==> src/rtl/hazard_pkg.sv <==
// hazard_pkg
//   Shared types and helpers for the pipeline hazard/stall sequencer.
//   hz_state_e : sequencer state encoding
//   sat_inc    : saturating increment, saturates at i_max (operands up to 64 bits)
package hazard_pkg;

    typedef enum logic [1:0] {
        RUN      = 2'd0,
        MEM_WAIT = 2'd1,
        EX_WAIT  = 2'd2,
        HALT     = 2'd3
    } hz_state_e;

    function automatic logic [63:0] sat_inc(input logic [63:0] i_val,
                                            input logic [63:0] i_max);
        return (i_val >= i_max) ? i_val : i_val + 64'd1;
    endfunction

endpackage

==> src/rtl/hazard_stall_ctrl_load_use_detect.sv <==
// comparator_5bit
//   Equality compare of two register indices.
//   i_a, i_b : 5-bit register indices
//   o_eq     : 1 when equal
module comparator_5bit (
    input  logic [4:0] i_a,
    input  logic [4:0] i_b,
    output logic       o_eq
);
    assign o_eq = (i_a == i_b);
endmodule

// load_use_detect
//   Flags a load in EX whose result is needed by the instruction in ID; this
//   cannot be forwarded in time and needs a one-cycle bubble.
//   i_rs1, i_rs2            : ID source register indices
//   i_none_rs1, i_none_rs2  : corresponding field is not a register source
//   i_ex_rd, i_none_rd      : EX destination index / EX has no destination
//   i_wb, i_memread         : EX writes regfile / EX is a load
//   o_load_use              : hazard present
module load_use_detect (
    input  logic [4:0] i_rs1,
    input  logic [4:0] i_rs2,
    input  logic       i_none_rs1,
    input  logic       i_none_rs2,
    input  logic [4:0] i_ex_rd,
    input  logic       i_none_rd,
    input  logic       i_wb,
    input  logic       i_memread,
    output logic       o_load_use
);
    logic w_eq1;
    logic w_eq2;
    logic w_producer;

    comparator_5bit u_cmp_rs1 (.i_a(i_rs1), .i_b(i_ex_rd), .o_eq(w_eq1));
    comparator_5bit u_cmp_rs2 (.i_a(i_rs2), .i_b(i_ex_rd), .o_eq(w_eq2));

    // x0 is hardwired zero, so a load targeting it never creates a dependency.
    assign w_producer = i_memread & i_wb & ~i_none_rd & (i_ex_rd != 5'd0);
    assign o_load_use = w_producer & ((w_eq1 & ~i_none_rs1) | (w_eq2 & ~i_none_rs2));
endmodule

==> src/rtl/hazard_stall_ctrl.sv <==
// hazard_stall_ctrl
//   Central pipeline sequencer for the 5-stage core. Each cycle picks one
//   action by fixed priority (halt, mem wait, EX busy, mispredict, load-use)
//   and drives the pipeline register enables/flushes combinationally.
//   A data-memory wait lasting MEM_TIMEOUT cycles halts the core with a
//   sticky error that only reset clears.
//   Inputs : clk_i, rst_i (async, active-high), ID sources and EX destination
//            info, mispredict_EX, ex_busy, mem_req_MEM, dmem_ack
//   Outputs: pc/IF_ID/ID_EX/EX_MEM/MEM_WB enables and flushes, halt_o,
//            mem_timeout_err, stall_cnt, flush_cnt (saturating)
//
//   state    | meaning
//   ---------+--------------------------------------------------
//   RUN      | normal flow, no long-latency wait in progress
//   MEM_WAIT | data memory access outstanding, wait_cnt counting
//   EX_WAIT  | multicycle EX operation in progress
//   HALT     | mem wait timed out; pipeline frozen until reset
module hazard_stall_ctrl
    import hazard_pkg::*;
#(
    parameter int CNT_W       = 32,
    parameter int MEM_TIMEOUT = 16
) (
    input  logic             clk_i,
    input  logic             rst_i,
    input  logic [4:0]       rs1_ID,
    input  logic [4:0]       rs2_ID,
    input  logic             NONE_RS1_ID,
    input  logic             NONE_RS2_ID,
    input  logic [4:0]       EX_rd,
    input  logic             NONE_RD_EX,
    input  logic             WB_EX,
    input  logic             MEMREAD_EX,
    input  logic             mispredict_EX,
    input  logic             ex_busy,
    input  logic             mem_req_MEM,
    input  logic             dmem_ack,
    output logic             pc_en,
    output logic             IF_ID_en,
    output logic             ID_EX_en,
    output logic             EX_MEM_en,
    output logic             MEM_WB_en,
    output logic             IF_ID_flush,
    output logic             ID_EX_flush,
    output logic             EX_MEM_flush,
    output logic             MEM_WB_flush,
    output logic             halt_o,
    output logic             mem_timeout_err,
    output logic [CNT_W-1:0] stall_cnt,
    output logic [CNT_W-1:0] flush_cnt
);
    localparam int                WAIT_W     = $clog2(MEM_TIMEOUT);
    localparam logic [WAIT_W-1:0] WAIT_LIMIT = WAIT_W'(MEM_TIMEOUT - 1);
    localparam logic [CNT_W-1:0]  CNT_ONES   = '1;

    hz_state_e         r_state;
    hz_state_e         w_state_next;
    logic [WAIT_W-1:0] r_wait_cnt;
    logic [CNT_W-1:0]  r_stall_cnt;
    logic [CNT_W-1:0]  r_flush_cnt;
    logic              r_halt;
    logic              r_err;

    logic              w_load_use;
    logic              w_mem_stall;
    logic              w_stall_evt;
    logic              w_flush_evt;
    logic [CNT_W-1:0]  w_stall_inc;
    logic [CNT_W-1:0]  w_flush_inc;

    load_use_detect u_lud (
        .i_rs1      (rs1_ID),
        .i_rs2      (rs2_ID),
        .i_none_rs1 (NONE_RS1_ID),
        .i_none_rs2 (NONE_RS2_ID),
        .i_ex_rd    (EX_rd),
        .i_none_rd  (NONE_RD_EX),
        .i_wb       (WB_EX),
        .i_memread  (MEMREAD_EX),
        .o_load_use (w_load_use)
    );

    assign w_mem_stall = mem_req_MEM & ~dmem_ack;

    assign w_stall_inc = CNT_W'(sat_inc(64'(r_stall_cnt), 64'(CNT_ONES)));
    assign w_flush_inc = CNT_W'(sat_inc(64'(r_flush_cnt), 64'(CNT_ONES)));

    // Priority encoder. Lower-priority events are not stored: the frozen
    // EX instruction keeps asserting them until they win a cycle.
    always_comb begin
        pc_en        = 1'b1;
        IF_ID_en     = 1'b1;
        ID_EX_en     = 1'b1;
        EX_MEM_en    = 1'b1;
        MEM_WB_en    = 1'b1;
        IF_ID_flush  = 1'b0;
        ID_EX_flush  = 1'b0;
        EX_MEM_flush = 1'b0;
        MEM_WB_flush = 1'b0;
        w_stall_evt  = 1'b0;
        w_flush_evt  = 1'b0;

        if (r_state == HALT) begin
            pc_en     = 1'b0;
            IF_ID_en  = 1'b0;
            ID_EX_en  = 1'b0;
            EX_MEM_en = 1'b0;
            MEM_WB_en = 1'b0;
        end else if (w_mem_stall) begin
            pc_en        = 1'b0;
            IF_ID_en     = 1'b0;
            ID_EX_en     = 1'b0;
            EX_MEM_en    = 1'b0;
            MEM_WB_flush = 1'b1;
            w_stall_evt  = 1'b1;
        end else if (ex_busy) begin
            pc_en        = 1'b0;
            IF_ID_en     = 1'b0;
            ID_EX_en     = 1'b0;
            EX_MEM_flush = 1'b1;
            w_stall_evt  = 1'b1;
        end else if (mispredict_EX) begin
            // The load-use consumer sits in ID and is squashed here anyway.
            IF_ID_flush = 1'b1;
            ID_EX_flush = 1'b1;
            w_flush_evt = 1'b1;
        end else if (w_load_use) begin
            pc_en       = 1'b0;
            IF_ID_en    = 1'b0;
            ID_EX_flush = 1'b1;
            w_stall_evt = 1'b1;
        end
    end

    always_comb begin
        w_state_next = r_state;
        case (r_state)
            RUN: begin
                if (w_mem_stall)  w_state_next = MEM_WAIT;
                else if (ex_busy) w_state_next = EX_WAIT;
            end
            MEM_WAIT: begin
                if (w_mem_stall) begin
                    if (r_wait_cnt == WAIT_LIMIT) w_state_next = HALT;
                end else if (ex_busy) begin
                    w_state_next = EX_WAIT;
                end else begin
                    w_state_next = RUN;
                end
            end
            EX_WAIT: begin
                if (w_mem_stall)   w_state_next = MEM_WAIT;
                else if (!ex_busy) w_state_next = RUN;
            end
            HALT:    w_state_next = HALT;
            default: w_state_next = RUN;
        endcase
    end

    always_ff @(posedge clk_i or posedge rst_i) begin
        if (rst_i) begin
            r_state     <= RUN;
            r_wait_cnt  <= '0;
            r_stall_cnt <= '0;
            r_flush_cnt <= '0;
            r_halt      <= 1'b0;
            r_err       <= 1'b0;
        end else begin
            r_state <= w_state_next;

            // Holding at the limit is safe: that cycle either moves to HALT
            // or, on ack, clears the count.
            if (!w_mem_stall)
                r_wait_cnt <= '0;
            else if (r_state != HALT && r_wait_cnt != WAIT_LIMIT)
                r_wait_cnt <= r_wait_cnt + WAIT_W'(1);

            if (w_stall_evt) r_stall_cnt <= w_stall_inc;
            if (w_flush_evt) r_flush_cnt <= w_flush_inc;

            if (w_state_next == HALT) begin
                r_halt <= 1'b1;
                r_err  <= 1'b1;
            end
        end
    end

    assign halt_o          = r_halt;
    assign mem_timeout_err = r_err;
    assign stall_cnt       = r_stall_cnt;
    assign flush_cnt       = r_flush_cnt;

endmodule
==> config.mk <==
export PLATFORM = sky130hd
export DESIGN_NAME = hazard_stall_ctrl
export DESIGN_NICKNAME = d
export VERILOG_FILES = /design/src/rtl/hazard_pkg.sv /design/src/rtl/hazard_stall_ctrl_load_use_detect.sv /design/src/rtl/hazard_stall_ctrl.sv
export SDC_FILE = /design/constraint.sdc
export NUM_CORES = 1
export LEC_CHECK = 0
export ABC_AREA = 1
export CAP_MARGIN = 20
export CORE_AREA = 2 2 148 150
export DETAILED_ROUTE_END_ITERATION = 7
export DIE_AREA = 0 0 150 152
export GPL_ROUTABILITY_DRIVEN = 0
export GPL_TIMING_DRIVEN = 1
export RECOVER_POWER = 100
export SYNTH_ARGS = -nofsm -noshare
export SYNTH_HDL_FRONTEND = slang
export SYNTH_SLANG_ARGS = --single-unit
==> constraint.sdc <==
create_clock -name clk_i -period 3.1 [get_ports clk_i]
set_input_delay 0.93 -clock clk_i [delete_from_list [all_inputs] [get_ports clk_i]]
set_output_delay 0.93 -clock clk_i [all_outputs]
set_load 0.1 [all_outputs]
Word-level counts from Yosys, hierarchy flattened
Cells that the tools add are included.
W data, S select, Z words.
{ "totals": {"ff_bits": 71, "in_bits": 26, "out_inout_bits": 75} }
{ "op_classes": {"addsub": 3, "order_cmp": 2, "eq_ne": 10, "muxes": 39, "bitwise_logic": 14, "reduce_logical": 5} }
{ "ops": {"columns": ["operator", "n"], "rows": [
  ["$add A32 B1 Y32 const B", 2],
  ["$ge A32 B32 Y1 const B", 2],
  ["$mux W1", 29],
  ["$mux W2", 7],
  ["$eq A5 B5 Y1", 2],
  ["$mux W4", 2],
  ["$pmux W2 S4", 1],
  ["$and A1 B1 Y1", 7],
  ["$eq A2 B2 Y1 const B", 3],
  ["$not A1 Y1", 6],
  ["$reduce_bool A5 Y1", 1],
  ["$add A4 B1 Y4 const B", 1],
  ["$eq A4 B4 Y1 const B", 1],
  ["$ne A4 B4 Y1 const B", 1],
  ["$reduce_and A2 Y1", 2],
  ["$eq A2 B1 Y1 const B", 1],
  ["$logic_not A2 Y1", 1],
  ["$ne A2 B1 Y1 const B", 1],
  ["$ne A2 B2 Y1 const B", 1],
  ["$logic_and A1 B1 Y1", 1],
  ["$or A1 B1 Y1", 1]
]} }

Depth between registers and ports, before layout
Gate-level depths: netlist of the first run.
{ "depth": {"word_depth": 10, "depth_mapped": 12} }

By module
From an unflattened synthesis of the first run, not the netlist that was laid out.
{ "unflattened": {"hier_cells": 804, "area_unflattened_um2": 5036.1} }
{ "modules_own_cells": {"columns": ["mod", "instances", "cells_each", "area_each_um2", "seq_area_each_um2"], "rows": [
  ["hazard_stall_ctrl", 1, 759, 4832.1, 1776.7],
  ["comparator_5bit", 2, 16, 76.3, 0.0],
  ["load_use_detect", 1, 13, 51.3, 0.0]
]} }

Worst setup path after synthesis of the first run
Ideal clock, no wire load.
{ "synth_path": {"kind": "input-to-output", "from": "input mem_req_MEM", "to": "output pc_en", "arrival_time_ps": 3232, "slack_ps": -1062, "stages": 9, "n_path_buf": 1, "cell_sequence": "inv_1 or2_1 inv_2 nor2_1 nand2_1 inv_1 nand2_1 inv_1 buf_4"} }
{ "synth_between": {"elab_chain_cells": 3} }
{ "synth_lines": {"columns": ["element", "line", "source"], "rows": [
  ["start: declaration", "hazard_stall_ctrl.sv:36", "input logic mem_req_MEM,"],
  ["$and A1 B1 Y1", "hazard_stall_ctrl.sv:83", "assign w_mem_stall = mem_req_MEM & ~dmem_ack;"],
  ["$mux W1 (2 in a row)", null, null],
  ["end: declaration", "hazard_stall_ctrl.sv:38", "output logic pc_en,"]
]} }
No other way between the ends.

Final worst setup path of the first run
{ "layout_path": {"from": "input rs2_ID[3]", "to": "output pc_en"} }
{ "layout_between": {"elab_chain_cells": 9} }
{ "layout_lines": {"columns": ["element", "line", "source"], "rows": [
  ["start: declaration", "hazard_stall_ctrl.sv:27", "input logic [4:0] rs2_ID,"],
  ["$eq A5 B5 Y1", "hazard_stall_ctrl_load_use_detect.sv:10", "assign o_eq = (i_a == i_b);"],
  ["$and A1 B1 Y1", "hazard_stall_ctrl_load_use_detect.sv:41", "assign o_load_use = w_producer & ((w_eq1 & ~i_none_rs1) | (w_eq2 & ~i_none_rs2));"],
  ["$or A1 B1 Y1", "hazard_stall_ctrl_load_use_detect.sv:41", null],
  ["$and A1 B1 Y1", "hazard_stall_ctrl_load_use_detect.sv:41", null],
  ["$mux W1", "hazard_stall_ctrl.sv:127", "end else if (w_load_use) begin"],
  ["$mux W1", "hazard_stall_ctrl.sv:122", "end else if (mispredict_EX) begin"],
  ["$mux W1", "hazard_stall_ctrl.sv:116", "end else if (ex_busy) begin"],
  ["$mux W1", "hazard_stall_ctrl.sv:109", "end else if (w_mem_stall) begin"],
  ["$mux W1", "hazard_stall_ctrl.sv:103", "if (r_state == HALT) begin"]
]} }
No other way between the ends.

==> summary.txt, run 1 <==
Logic synthesis
  • Ys async rst share: 100%
  • Post-synth EDFFs: 0
  • Main flop type after synthesis: dfrtp_1
  • Synthesized instance count: 738
  • Synth Register Bits: 71
  • Seq/Total Area, Yosys: 36.8%
  • Syn avg cell area: 6.54 um2
  • Post-synthesis net count: 767
  • Ys Warns: 0
  • Library cells used by synthesis: 29
  • Synthesized cell area: 4830 um2

Finish
  • # nets final: 880
  • Cell area after layout: 6210 um2
  • Synth-to-layout area growth: 28.6%
  • Post-layout util: 29.1%
  • Commonest non-fill, non-tap cell in the layout: nand2_1
  • Filler cells: 2,456
  • Number of inserted diodes: 0
  • Share of cells above drive strength 1: 9.70%
  • Highest-count cells in the layout ignoring fill and taps: nand2_1, nor2_1, dfrtp_1, clkbuf_1, inv_1

Die
  • Width of the chip: 150 um
  • Ports: 101
  • CORE AREA: 21,400 um2
  • Die area: 22,800 um2
  • Die Span Y: 152 um
  • Starting Density: 22.6%
  • # rows: 54

Place
  • Port bufs: 100
  • Dpl cell area: 6170 um2
  • Dpl hpwl: 11,100 um
  • Pre-CTS setup slack: -0.345 ns

Clock network
  • Reg clk slew, reported paths: 0.06 ns
  • CTS tree: done
  • Max clock buf depth: 2
  • H-tree depth: 3
  • Root buffer cell: clkbuf_16
  • Total clock buffers created by CTS: 9
  • Worst-Skew Late Latency: 0.34 ns
  • CTS Sinks: 71

Setup path
  • Buffers & Inverters on Critical Path: 3
  • Capturing point of the worst reg2reg path: stall_cnt[27]
  • Critical Path RT: 2.17 ns
  • Flop2flop setup slack: 0.66 ns
  • Crit path capture: pc_en
  • Reg2reg start: stall_cnt[0]
  • R2r worst-path depth: 11
  • Critical Path Source: rs2_ID[3]
  • CP max stage cell: dlygate4sd2_1
  • Max incr delay on CP: 0.24 ns
  • Crit path depth: 10
  • Setup crit start kind: input port
  • Worst path top cell family by delay: buffers and inverters
  • Crit path arrival time: 2.10 ns
  • Critical Path End Type: output port
  • CP Cell Sequence: dlygate4sd2_1 > nand2_1 > nand2_1 > nor2_1 > nand3_1 > nand2_2 > nand3_2 > nand2_2 > clkinvlp_4 > buf_12
  • CP Max Fanout: 2
  • Critical path class: in2out

Run
  • MaxCap Viol Count: 1

Timing
  • Fin crit share: 97.6%
  • Final setup fails: 0
  • Slew Viols, Final: 35
  • Hold Violations, Final: 0
  • Layout Skew: 0.00896 ns
  • Max-slew headroom: -4.51%
  • Setup TNS: 0 ns
  • Final WS setup: 0.0749 ns
  • Worst Max-Slew Pin Slew: 1.56 ns
  • Fmax: 331 MHz
  • Tmin final: 3.03 ns

Detailed routing
  • # DRC: 0
  • Average wire per standard cell: 12.8 um
  • Vias per cell: 4.38
  • Antenna viol nets, final: 0
  • DR iter-0 viols: 301
  • DRT Wirelength: 14,600 um
  • Drt pass-1 iters: 5
  • Vias: 4,981

Min path
  • Class of the worst hold path: reg2reg
  • Hold Path Depth: 1

GRT
  • Initial antenna violation count: 0
  • Vias in the first global route: 4,676
  • Grt ovf: 0
  • Total GRT Usage: 12.8%
  • Largest net degree at the start of global routing: 39
  • First-pass GRT wire length: 23,500 um

Power
  • LEAKAGE: 2.95 nW
  • Pwr/cell area: 543 nW/um2
  • Total power: 3.37 mW
  • Max IR drop VDD: 0.000592 V

Outcome
  • Failing checks: capacitance limit, slew limit
  • Status: finished, violations left
registers in the layout, indices dropped and copies added (netlist names):
register and count:
stall_cnt 32, r_wait_cnt 4, r_state 2, flush_cnt 32, mem_timeout_err 1
cell families (layout without fill, tap and decap cells):
family / count (synthesis) / count (layout) / synth area share [%]
AND/OR/NAND/NOR: 505 / 505 / 43.7
buffers and inverters: 93 / 211 / 8.52
flip-flops: 71 / 71 / 36.8
XOR/XNOR: 40 / 40 / 7.25
AO/OA/AOI/OAI: 26 / 26 / 2.95
adder cells (fa/ha/maj): 3 / 3 / 0.777
worst reg2reg max path, delay by kind of cell (launching register included):
family                   cells  cell delay [ns]
AND/OR/NAND/NOR              8             1.25
flip-flops                   1             0.50
buffers and inverters        2             0.35
adder cells (fa/ha/maj)      1             0.27
report_power, final:
group / internal [mW] / switching (mW) / leakage [nW]
registers: 1.01 / 0.120 / 0.958
clock network: 0.632 / 0.439 / 0.139
logic: 0.214 / 0.959 / 1.85
total: 1.85 / 1.52 / 2.95
synth_stat cells, types with 3 or more instances:
cell | count | area share [%]
nand2_1 | 313 | 24
nor2_1 | 76 | 5.9
inv_1 | 72 | 5.6
dfrtp_1 | 71 | 37
nand3_1 | 57 | 5.9
xor2_1 | 33 | 6.0
nor3_1 | 26 | 2.7
nand3b_1 | 12 | 1.9
o21ai_1 | 10 | 1.0
nand4_1 | 9 | 1.2
o21ai_0 | 9 | 0.93
xnor2_1 | 7 | 1.3
nor2_2 | 6 | 0.78
buf_2 | 5 | 0.52
buf_4 | 5 | 0.78
buf_6 | 5 | 1.2
inv_2 | 4 | 0.31
a21oi_1 | 3 | 0.31
ha_1 | 3 | 0.78
final cells by class:
class                           count  area [um2]  area share [%]
Sequential cell                    71        1780            28.6
Multi-Input combinational cell    574        2690            43.3
Timing Repair Buffer              119         788            12.7
Tap cell                          280         350            5.64
Clock inverter                      7        78.8            1.27
Inverter                           76         304            4.90
Clock buffer                        9         225            3.63
stage by stage:
stage / hold slack (ns) / cells
2_1_floorplan: 0.432 / 738
3_3_place_gp: 0.457 / 1115
3_5_place_dp: 0.456 / 1115
4_1_cts: 0.475 / 1133
5_1_grt: 0.504 / 1136
6_report: 0.469 / 1136
worst min-delay path by stage:
stage	start	to	slack, ns
floorplan	r_wait_cnt[3]	r_wait_cnt[3]	0.43
global placement	r_wait_cnt[3]	r_wait_cnt[3]	0.46
detailed placement	r_wait_cnt[3]	r_wait_cnt[3]	0.46
CTS	r_wait_cnt[3]	r_wait_cnt[3]	0.47
global route	r_wait_cnt[3]	r_wait_cnt[3]	0.50
finish	r_wait_cnt[3]	r_wait_cnt[3]	0.47
layer usage:
metal	GRT usage (%)	share of wire [%]	up-vias	wire length [um]
met4	2.88	1.1	0	159
met2	21.9	49	129	7140
met3	2.91	5.7	12	832
li1	-	-	2534	-
met5	0	0	-	0
met1	16.3	44	2306	6430
what timing repair did:
item                                    in CTS  in global routing
endpoints found under the setup margin       8                  4
pin swaps                                   14                 13
resized for setup                           31                 24
cloned                                       0                  0
hold buffers                                 0                  0
endpoints found under the hold margin        0                  0
buffers inserted                             2                  3
Power figures use the tool's default switching activity.
==> run 2, diff against run 1 <==
--- a/config.mk
+++ b/config.mk
@@ -8,6 +8,7 @@
 export ABC_AREA = 1
 export CAP_MARGIN = 20
 export CORE_AREA = 2 2 148 150
+export CTS_CLUSTER_DIAMETER = 150
 export DETAILED_ROUTE_END_ITERATION = 7
 export DIE_AREA = 0 0 150 152
 export GPL_ROUTABILITY_DRIVEN = 0
==> constraint.sdc (replaced) <==
create_clock -name clk_i -period 3.85 [get_ports clk_i]
set_input_delay 1.155 -clock clk_i [delete_from_list [all_inputs] [get_ports clk_i]]
set_output_delay 1.155 -clock clk_i [all_outputs]
set_load 0.1 [all_outputs]
==> run 2 against run 1 <==
Effect of this change:
- the flow still finishes with violations (capacitance limit, slew limit)
- sequential power shrank 19%
- total power shrank 21%
- cell count shrank 0.62%
- worst setup slack gained 0.011 ns
- sequential share of layout area grew 0.41 points
- global-route usage is essentially flat
- critical endpoint is now IF_ID_en
- largest cell class unchanged
- highest routed layer unchanged
==> summary.txt, run 2 (synthesis results as in run 1) <==
Outcome
  • Status: finished, violations left
  • Failing checks: capacitance limit, slew limit

Die
  • Starting Density: 22.6% (unchanged)
  • Die Span Y: 152 um (unchanged)
  • # rows: 54 (unchanged)
  • Die area: 22,800 um2 (unchanged)
  • Width of the chip: 150 um (unchanged)
  • CORE AREA: 21,400 um2 (unchanged)
  • Ports: 101 (unchanged)

Clock network
  • Reg clk slew, reported paths: 0.06 ns (about the same)
  • H-tree depth: 3 (unchanged)
  • Max clock buf depth: 2 (unchanged)
  • Root buffer cell: clkbuf_16
  • Worst-Skew Late Latency: 0.34 ns (about the same)
  • CTS Hold Bufs: 0 (unchanged)
  • CTS tree: done
  • Total clock buffers created by CTS: 9 (unchanged)
  • CTS Sinks: 71 (unchanged)

Setup path
  • CP Max Fanout: 2 (unchanged)
  • Setup crit start kind: input port
  • R2r worst-path depth: 11 (unchanged)
  • Critical Path RT: 2.69 ns (+0.52 ns)
  • Critical path class: in2out
  • Critical Path End Type: output port
  • Crit path arrival time: 2.61 ns (+0.51 ns)
  • Flop2flop setup slack: 1.20 ns (+0.54 ns)
  • Reg2reg start: stall_cnt[0]
  • Capturing point of the worst reg2reg path: stall_cnt[23]

Place
  • Pre-CTS setup slack: 0.00897 ns (+0.354 ns)
  • Port bufs: 100 (unchanged)
  • Dpl hpwl: 11,000 um (-0.58%)
  • Dpl cell area: 6110 um2 (-0.97%)

Min path
  • Hold path endpoint: r_wait_cnt[3]
  • Class of the worst hold path: reg2reg
  • HP Start: r_wait_cnt[3]
  • Hold Path Depth: 1 (unchanged)

Timing
  • Hold Violations, Final: 0 (unchanged)
  • Layout Skew: 0.00588 ns (-0.00309 ns)
  • Final setup fails: 0 (unchanged)
  • Slew Viols, Final: 48 (+37%)
  • Max-slew headroom: -43.5% (-39 points)
  • Final WS setup: 0.0860 ns (+0.0111 ns)
  • Worst Max-Slew Pin Slew: 2.14 ns (+0.582 ns)
  • Setup TNS: 0 ns (unchanged)
  • Fin crit share: 97.8%
  • Tmin final: 3.76 ns
  • Fmax: 266 MHz

Power
  • Switching Share: 44.5% (-0.47 points)
  • Logic gate share of total power: 34.9% (about the same)
  • Clock share of power: 30.8% (-1.0 points)
  • LEAKAGE: 2.91 nW (-1.4%)
  • Max IR drop VDD: 0.000344 V (-42%)
  • Switch Pwr: 1.18 mW (-22%)
  • Cell-internal power: 1.47 mW (-21%)
  • Part of the power in registers: 34.4% (+0.9 points)
  • Pwr/cell area: 433 nW/um2 (-20%)

GRT
  • Total GRT Usage: 12.8% (+0.045 points)
  • Vias in the first global route: 4,503 (-3.7%)
  • Initial antenna violation count: 0 (unchanged)
  • First-pass GRT wire length: 23,300 um (-0.86%)
  • Largest net degree at the start of global routing: 48 (+23%)
  • Grt ovf: 0 (unchanged)

Finish
  • Cell area after layout: 6120 um2 (-1.4%)
  • Highest-count cells in the layout ignoring fill and taps: nand2_1, nor2_1, clkbuf_1, dfrtp_1, inv_1
  • Commonest non-fill, non-tap cell in the layout: nand2_1
  • Number of inserted diodes: 0 (unchanged)
  • Share of cells above drive strength 1: 6.24% (-3.5 points)
  • Synth-to-layout area growth: 26.8%
  • # nets final: 874 (-0.68%)
  • Filler cells: 2,431 (-1.0%)

Detailed routing
  • Vias per cell: 4.32 (-1.5%)
  • # DRC: 0 (unchanged)
  • DR iter-0 viols: 229 (-24%)
  • Drt pass-1 iters: 4 (-1)
  • Antenna viol nets, final: 0 (unchanged)
  • Vias: 4,874 (-2.1%)
  • DRT Wirelength: 14,400 um (-1.4%)
  • Average wire per standard cell: 12.7 um (-0.74%)

Run
  • MaxCap Viol Count: 1 (unchanged)
-- run 2: changes by cell type in the layout (fill, tap and decap cells not counted), moves of 3 or more --
cell | before | now
clkdlybuf4s15_1 | 4 | 0
dlygate4sd2_1 | 8 | 0
inv_2 | 7 | 3
buf_12 | 11 | 8
o21ai_1 | 11 | 1
clkbuf_2 | 8 | 2
dlymetal6s2s_1 | 2 | 6
buf_4 | 12 | 4
o21ai_0 | 8 | 18
inv_1 | 64 | 68
clkdlybuf4s50_1 | 1 | 17
inv_6 | 3 | 0
clkbuf_1 | 68 | 75
-- run 2: what timing repair did --
action | CTS | global route
setup endpoints to repair | 0 | 3
resized for setup | 0 | 9
setup buffers | 0 | 1
-- run 2: layout make-up --
class                           count  area, um2  share of cell area [%]
Clock buffer                       11        233                    3.80
Clock inverter                      4       47.5                   0.776
Inverter                           76        304                    4.97
Multi-Input combinational cell    574       2670                    43.5
Sequential cell                    71       1780                    29.0
Tap cell                          280        350                    5.72
Timing Repair Buffer              113        747                    12.2
-- run 2: power groups by stage --
stage | Combinational (mW) | Clock (mW) | Sequential, mW
4_1_cts | 1.00 | 0.844 | 0.912
3_3_place_gp | 0.992 | 0 | 0.925
6_report | 0.926 | 0.816 | 0.911
2_1_floorplan | 0.319 | 0 | 1.36
5_1_grt | 0.983 | 0.874 | 0.926
3_5_place_dp | 0.998 | 0 | 0.923
-- run 2: stage by stage --
step	hold WS (ns)	power [mW]	utilization (%)	instances
after detailed placement	0.459	1.92	28.6	1113
after global placement	0.457	1.92	28.6	1113
after floorplan	0.432	1.67	-	738
after CTS	0.469	2.76	29.9	1128
final	0.467	2.65	28.7	1129
after global routing	0.502	2.78	28.7	1129
-- run 2: worst max path at each step --
stage                           start        to  slack [ns]  depth (start not counted)
after floorplan           mem_req_MEM     pc_en       -0.42                          9
after global placement    mem_req_MEM  IF_ID_en        0.01                         10
after detailed placement  mem_req_MEM     pc_en       0.009                         10
after CTS                 mem_req_MEM     pc_en       0.006                         10
after global routing        rs2_ID[0]     pc_en      -0.002                         11
final                        dmem_ack  IF_ID_en        0.09                          9
-- run 2: critical path: stages --
cell	delay [ns]
dlygate4sd3_1	0.54
or2_4	0.26
inv_4	0.07
nor2_4	0.04
nand2_4	0.06
clkinvlp_4	0.09
nand2_2	0.08
clkinvlp_4	0.12
buf_12	0.18
-- run 2: per-layer routing --
layer  up-vias  track usage, %  part of all wire [%]
met5         -               0                     0
met4         0            3.05                   1.6
met3        15            3.72                   6.0
met2       124            20.6                    47
met1      2218            16.9                    46
li1       2517               -                     -
